`src/rtl/dot_update_queue_if.sv`:
```
// Dot-update bus: processor write strobe in, single-entry handshake out to the VGA store.
interface dot_update_queue_if #(
    parameter int unsigned ID_W  = 9,
    parameter int unsigned LOC_W = 10
);
    logic             wr_en;
    logic             wr_is_y;
    logic [ID_W-1:0]  wr_id;
    logic [LOC_W-1:0] wr_loc;

    logic             upd_valid;
    logic             upd_ready;
    logic             upd_is_y;
    logic [ID_W-1:0]  upd_id;
    logic [LOC_W-1:0] upd_loc;

    modport master (
        output wr_en, wr_is_y, wr_id, wr_loc, upd_ready,
        input  upd_valid, upd_is_y, upd_id, upd_loc
    );

    modport slave (
        input  wr_en, wr_is_y, wr_id, wr_loc, upd_ready,
        output upd_valid, upd_is_y, upd_id, upd_loc
    );
endinterface

```
`src/rtl/dot_update_queue.sv`:
```
// FWFT queue of processor dot-location writes toward the VGA dot store.
// Optional DOT_VBLANK_GATE_EN holds delivery until vertical blanking.
module dot_update_queue #(
    parameter int unsigned DEPTH    = 16,
    parameter int unsigned ID_W     = 9,
    parameter int unsigned LOC_W    = 10,
    parameter int unsigned NUM_DOTS = 450
) (
    input  logic                   clock_100,
    input  logic                   reset,
    input  logic                   proc_clk,
    input  logic                   vblank,
    input  logic                   clr_flags,
    dot_update_queue_if.slave      bus,
    output logic [$clog2(DEPTH):0] count,
    output logic                   overflow,
    output logic                   range_err,
    output logic [7:0]             drop_cnt
);
    localparam int unsigned PTR_W = $clog2(DEPTH);
    localparam int unsigned CNT_W = PTR_W + 1;

    typedef struct packed {
        logic             is_y;
        logic [ID_W-1:0]  id;
        logic [LOC_W-1:0] loc;
    } entry_t;

    entry_t           r_mem [DEPTH];
    logic [PTR_W-1:0] r_wr_ptr;
    logic [PTR_W-1:0] r_rd_ptr;
    logic [CNT_W-1:0] r_count;
    logic             r_proc_clk_d;
    logic             r_overflow;
    logic             r_range_err;
    logic [7:0]       r_drop_cnt;

    logic   w_capture;
    logic   w_push_req;
    logic   w_id_bad;
    logic   w_full;
    logic   w_empty;
    logic   w_gate;
    logic   w_pop;
    logic   w_push;
    logic   w_drop_range;
    logic   w_drop_full;
    entry_t w_wr_entry;
    entry_t w_head;

`ifdef DOT_VBLANK_GATE_EN
    logic r_vblank_q;

    always_ff @(posedge clock_100 or posedge reset) begin
        if (reset) r_vblank_q <= 1'b0;
        else       r_vblank_q <= vblank;
    end

    assign w_gate = r_vblank_q;
`else
    logic w_unused_vblank;
    assign w_unused_vblank = vblank;
    assign w_gate          = 1'b1;
`endif

    // Falling edge of the processor clock: mid-cycle, inputs are stable.
    assign w_capture  = r_proc_clk_d & ~proc_clk;
    assign w_push_req = w_capture & bus.wr_en;
    assign w_id_bad   = 32'(bus.wr_id) >= NUM_DOTS;

    assign w_full  = (r_count == CNT_W'(DEPTH));
    assign w_empty = (r_count == '0);

    assign w_pop        = bus.upd_valid & bus.upd_ready;
    assign w_push       = w_push_req & ~w_id_bad & (~w_full | w_pop);
    assign w_drop_range = w_push_req & w_id_bad;
    assign w_drop_full  = w_push_req & ~w_id_bad & w_full & ~w_pop;

    assign w_wr_entry = '{is_y: bus.wr_is_y, id: bus.wr_id, loc: bus.wr_loc};
    assign w_head     = r_mem[r_rd_ptr];

    assign bus.upd_valid = ~w_empty & w_gate;
    assign bus.upd_is_y  = w_head.is_y;
    assign bus.upd_id    = w_head.id;
    assign bus.upd_loc   = w_head.loc;

    assign count     = r_count;
    assign overflow  = r_overflow;
    assign range_err = r_range_err;
    assign drop_cnt  = r_drop_cnt;

    always_ff @(posedge clock_100 or posedge reset) begin
        if (reset) r_proc_clk_d <= 1'b1;
        else       r_proc_clk_d <= proc_clk;
    end

    // Storage carries no reset; validity is tracked by r_count alone.
    always_ff @(posedge clock_100) begin
        if (w_push) r_mem[r_wr_ptr] <= w_wr_entry;
    end

    always_ff @(posedge clock_100 or posedge reset) begin
        if (reset) begin
            r_wr_ptr <= '0;
            r_rd_ptr <= '0;
            r_count  <= '0;
        end else begin
            if (w_push) r_wr_ptr <= r_wr_ptr + PTR_W'(1);
            if (w_pop)  r_rd_ptr <= r_rd_ptr + PTR_W'(1);
            if (w_push && !w_pop)      r_count <= r_count + CNT_W'(1);
            else if (w_pop && !w_push) r_count <= r_count - CNT_W'(1);
        end
    end

    // Clear beats a coincident drop.
    always_ff @(posedge clock_100 or posedge reset) begin
        if (reset) begin
            r_overflow  <= 1'b0;
            r_range_err <= 1'b0;
            r_drop_cnt  <= '0;
        end else if (clr_flags) begin
            r_overflow  <= 1'b0;
            r_range_err <= 1'b0;
            r_drop_cnt  <= '0;
        end else begin
            if (w_drop_full)  r_overflow  <= 1'b1;
            if (w_drop_range) r_range_err <= 1'b1;
            if ((w_drop_full || w_drop_range) && r_drop_cnt != 8'hFF)
                r_drop_cnt <= r_drop_cnt + 8'd1;
        end
    end
endmodule
```
`src/flat_wrapper.sv`:
```
// flat-port wrapper written by rule: the top's interface ports become plain ports
module dot_update_queue_flat 
#(
    parameter int unsigned DEPTH    = 16,
    parameter int unsigned ID_W     = 9,
    parameter int unsigned LOC_W    = 10,
    parameter int unsigned NUM_DOTS = 450
)
  (clock_100, reset, proc_clk, vblank, clr_flags, count, overflow, range_err, drop_cnt, bus_wr_en, bus_wr_is_y, bus_wr_id, bus_wr_loc, bus_upd_ready, bus_upd_valid, bus_upd_is_y, bus_upd_id, bus_upd_loc);
  dot_update_queue_if #(.ID_W(ID_W), .LOC_W(LOC_W)) bus_i ();
  input  logic clock_100;
  input  logic reset;
  input  logic proc_clk;
  input  logic vblank;
  input  logic clr_flags;
  output logic [$clog2(DEPTH):0] count;
  output logic overflow;
  output logic range_err;
  output logic [7:0] drop_cnt;
  input wire logic [$bits(bus_i.wr_en)-1:0] bus_wr_en;
  input wire logic [$bits(bus_i.wr_is_y)-1:0] bus_wr_is_y;
  input wire logic [$bits(bus_i.wr_id)-1:0] bus_wr_id;
  input wire logic [$bits(bus_i.wr_loc)-1:0] bus_wr_loc;
  input wire logic [$bits(bus_i.upd_ready)-1:0] bus_upd_ready;
  output wire logic [$bits(bus_i.upd_valid)-1:0] bus_upd_valid;
  output wire logic [$bits(bus_i.upd_is_y)-1:0] bus_upd_is_y;
  output wire logic [$bits(bus_i.upd_id)-1:0] bus_upd_id;
  output wire logic [$bits(bus_i.upd_loc)-1:0] bus_upd_loc;
  assign bus_i.wr_en = bus_wr_en;
  assign bus_i.wr_is_y = bus_wr_is_y;
  assign bus_i.wr_id = bus_wr_id;
  assign bus_i.wr_loc = bus_wr_loc;
  assign bus_i.upd_ready = bus_upd_ready;
  assign bus_upd_valid = bus_i.upd_valid;
  assign bus_upd_is_y = bus_i.upd_is_y;
  assign bus_upd_id = bus_i.upd_id;
  assign bus_upd_loc = bus_i.upd_loc;
  dot_update_queue #(.DEPTH(DEPTH), .ID_W(ID_W), .LOC_W(LOC_W), .NUM_DOTS(NUM_DOTS)) u_core (.clock_100(clock_100), .reset(reset), .proc_clk(proc_clk), .vblank(vblank), .clr_flags(clr_flags), .bus(bus_i), .count(count), .overflow(overflow), .range_err(range_err), .drop_cnt(drop_cnt));
endmodule
```
`config.mk`:
```
export PLATFORM = sky130hd
export DESIGN_NAME = dot_update_queue_flat
export DESIGN_NICKNAME = d
export VERILOG_FILES = /design/src/rtl/dot_update_queue_if.sv /design/src/rtl/dot_update_queue.sv /design/src/flat_wrapper.sv
export SDC_FILE = /design/constraint.sdc
export NUM_CORES = 1
export LEC_CHECK = 0
export ABC_AREA = 1
export BUFFER_PORTS_ARGS = -buffer_cell sky130_fd_sc_hd__clkbuf_2
export CORE_MARGIN = 5
export CORE_UTILIZATION = 48
export CTS_CLUSTER_SIZE = 10
export DETAILED_ROUTE_END_ITERATION = 7
export GPL_TIMING_DRIVEN = 0
export PLACE_DENSITY_LB_ADDON = 0.05
export SLEW_MARGIN = 20
export SYNTH_ARGS = -nofsm -noshare
export SYNTH_HDL_FRONTEND = slang
export SYNTH_SLANG_ARGS = --single-unit
```
`constraint.sdc`:
```
create_clock -name clock_100 -period 6.5 [get_ports clock_100]
set_clock_uncertainty 0.15 [all_clocks]
set_input_delay 0.65 -clock clock_100 [delete_from_list [all_inputs] [get_ports clock_100]]
set_output_delay 0.65 -clock clock_100 [all_outputs]
set_load 0.01 [all_outputs]
```
==> flow_metrics.tcl <==
set metrics [dict create \
    via_per_inst 5.381 \
    die_area_sq_mm 0.03365 \
    syn_nets 1245 \
    hold_viol_final 0 \
    grt_pass1_vias 9364 \
    synth_mux_area_share_pct 0 \
    clkPwrFrac_pct 29.0 \
    switching_share_pct 36.29 \
    p_sw_mw 2.523 \
    reg2reg_depth 14 \
    hold_class "in -> async" \
    syn_to_final_growth_pct 15.25 \
    endpoint "bus_upd_id[1]" \
    slew_headroom_pct 36.56 \
    final_util_pct 56.14 \
    drt_wl_total_microns 37210 \
    sequentialPowerShare_pct 36.9 \
    nets 1354 \
    io_pins 63 \
    grt_pass1_wl_microns 56030 \
    synth_top_family_by_area "compound AO/OA/AOI/OAI gates" \
    status "complete, no violations" \
    die_y_microns 183.4 \
    syn_avg_cell_area_sq_um 11.97 \
    r2r-end "u_core.count[4]$_DFFE_PP0P_" \
    synthCells 1206 \
    worstSetupPathType "reg -> out" \
    cts_buffer_depth 3 \
    gp_congestion 0.8305 \
    fill_cells 2541 \
    synthSimpleGateAreaFrac_pct 9.984 \
    p_per_area_mw_per_mm2 417.8 \
    cp.depth 9 \
    synth_seq_cells 344 \
    wl_per_cell_microns 21.43 \
    rows 63 \
    port_buffers 61 \
    initial_core_util_pct 48.71 \
    power_mw 6.952 \
    slowest_stage "dfrtp_1" \
    vdd_ir_drop_max_uv 206.7 \
    cts_buffers 41 \
    drtPass1Iterations 5 \
    crit_arrival_ns 2.59 \
    cts_num_sinks 344 \
    synth_xor_area_share_pct 0.5460 \
    tns_ns 0 \
    grt_start_max_net_pins 25 \
    ant_nets 0 \
    cts-root-buf "clkbuf_16" \
    core_sq_mm 0.02964 \
    synth_compound_area_share_pct 10.31 \
    p_comb_share_pct 34.1 \
    overflow 0 \
    cts_resized 0 \
    cts_setup_buffers 0 \
    final_max_slew_viol_count 0 \
    critPathRequiredTime_ns 5.70 \
    ff_latch_area_sq_mm 0.01021 \
    path_clk_slew_ns 0.05 \
    rsz0062_at_grt "no" \
    final_area_sq_mm 0.01664 \
    drive_gt1_share_pct 12.64 \
    yosysWarnings 0 \
    fin_hold_ws_ns 0.03327 \
    fp.dieW_microns 183.4 \
    antenna_found_initial 1 \
    cts_hold_buf 0 \
    fin_crit_sh_pct 52.18 \
    total_leakage_power_nw 6.345 \
    grt_use_total_pct 22.44 \
    rrSetupSlack_ns 3.64 \
    clk_latency_ns 0.52 \
    yosys.area_share.adder_pct 1.092 \
    ys_seq_area_share_pct 70.73 \
    crit_family "buffers and inverters" \
    vias 9341 \
    final.min_clock_period_ns 3.392 \
    end_kind "primary output" \
    path_cells "buf_4 > buf_6 > buf_4 > nand2_1 > o211ai_1 > nand3_1 > nand3_1 > nand2_1 > clkbuf_2" \
    multi_input_area_sq_mm 0.003287 \
    maxCapViolCount 0 \
    setup_viol_count_final 0 \
    drt_iter0_markers 730 \
    r2r_start "u_core.r_proc_clk_d$_DFF_PP1_" \
    syn_area_sq_mm 0.01444 \
    start_kind "flip-flop" \
    fmax_ghz 0.2948 \
    critPathMaxStageDelay_ns 0.59 \
    htreeDepth 2 \
    drc_errors 0 \
    critPathMaxFanout 10 \
    tightest_slew_ns 0.9517 \
    path_buf_inv 4 \
    cts_tree "done" \
    dp_hpwl_microns 23930 \
    place_area_sq_mm 0.01548 \
    cp-startpoint "u_core.r_rd_ptr[0]$_DFFE_PP0N_" \
    synth.distinct_cells 27 \
    p_int_mw 4.429 \
]
[worst min-delay path by stage]
stage	slack [ns]	endpoint	cells after the start
after global routing	0.07	u_core.r_wr_ptr[2]$_DFFE_PP0P_	2
after detailed placement	0.33	u_core.range_err$_DFFE_PP0P_	1
after floorplan	0.35	u_core.r_wr_ptr[2]$_DFFE_PP0P_	2
after global placement	0.34	u_core.count[4]$_DFFE_PP0P_	2
final	0.03	u_core.r_wr_ptr[2]$_DFFE_PP0P_	2
after CTS	0.06	u_core.r_proc_clk_d$_DFF_PP1_	1
[layout by cell type (no fill, tap or decap), types with 23 or more instances in the layout]
| cell | n |
|---|---|
| edfxtp_1 | 320 |
| inv_1 | 186 |
| nand2_1 | 147 |
| nand3_1 | 135 |
| o21ai_0 | 86 |
| a21oi_1 | 84 |
| o211ai_1 | 81 |
| clkbuf_2 | 61 |
| clkbuf_1 | 46 |
| clkbuf_16 | 41 |
| dfrtp_1 | 23 |
[cells in the mapped netlist]
| library cell | number | area (sq um) |
|---|---|---|
| a21oi_2 | 1 | 8.760 |
| inv_1 | 187 | 701.9 |
| nand2_2 | 1 | 6.260 |
| clkbuf_1 | 16 | 60.06 |
| dfrtp_1 | 23 | 575.6 |
| a21oi_1 | 84 | 420.4 |
| o21a_1 | 2 | 15.01 |
| nand4_1 | 9 | 56.30 |
| fa_1 | 1 | 20.02 |
| o21ai_0 | 86 | 430.4 |
| buf_2 | 22 | 110.1 |
| o211ai_1 | 81 | 608.1 |
| a31oi_1 | 1 | 6.260 |
| dfstp_2 | 1 | 26.28 |
| ha_1 | 11 | 137.6 |
| nand2_1 | 147 | 551.8 |
| xor2_1 | 5 | 43.79 |
| clkinv_1 | 1 | 3.750 |
| nand3_2 | 1 | 10.01 |
| or2_2 | 1 | 6.260 |
| buf_1 | 13 | 48.80 |
| nand3_1 | 135 | 675.7 |
| buf_6 | 2 | 22.52 |
| xnor2_1 | 4 | 35.03 |
| edfxtp_1 | 320 | 9609 |
| nor2_1 | 36 | 135.1 |
| buf_4 | 15 | 112.6 |
[power by group through the flow]
stage,clock [mW],sequential (mW),combinational [mW]
after floorplan,0,2.60,1.45
after global placement,0,2.61,2.31
after detailed placement,0,2.61,2.36
after CTS,2.05,2.57,2.37
after global routing,2.15,2.57,2.61
final,2.01,2.56,2.37
[registers in the layout, indices dropped and copies added, names as in the netlist]
| register | flops |
|---|---|
| u_core.count | 5 |
| u_core.drop_cnt | 8 |
| u_core.overflow | 1 |
| u_core.r_mem | 320 |
| u_core.r_proc_clk_d | 1 |
| u_core.r_rd_ptr | 4 |
| u_core.r_wr_ptr | 4 |
| u_core.range_err | 1 |
[through the flow]
| step | instances | setup slack (ns) |
|---|---|---|
| floorplan | 1206 | 3.692 |
| global placement | 1657 | 2.067 |
| detailed placement | 1662 | 2.975 |
| CTS | 1735 | 3.081 |
| global route | 1735 | 2.981 |
| finish | 1736 | 3.108 |
[cell type report]
| class | count | area share [%] |
|---|---|---|
| plain buffers | 68 | 2.128 |
| well taps | 390 | 2.933 |
| multi-input cells | 606 | 19.75 |
| clock inverters | 1 | 0.05264 |
| repair buffers | 66 | 2.587 |
| flip-flops and latches | 344 | 61.37 |
| inverters | 188 | 4.241 |
| clock buffers | 72 | 6.925 |
| diodes | 1 | 0.01504 |
[metal layers]
metal,share of wire (%),GRT usage [%]
met5,0.035,0
met4,2.3,6.198
met3,5.6,3.304
met2,47,35.39
met1,45,32.95
[cells by family after synthesis]
kind of cell    after synthesis
xor+xnor                      9
simple gates                330
flops                       344
buf+inv                     256
compound gates              255
fa+ha+maj                    12
(Power assumes the default switching activity.)
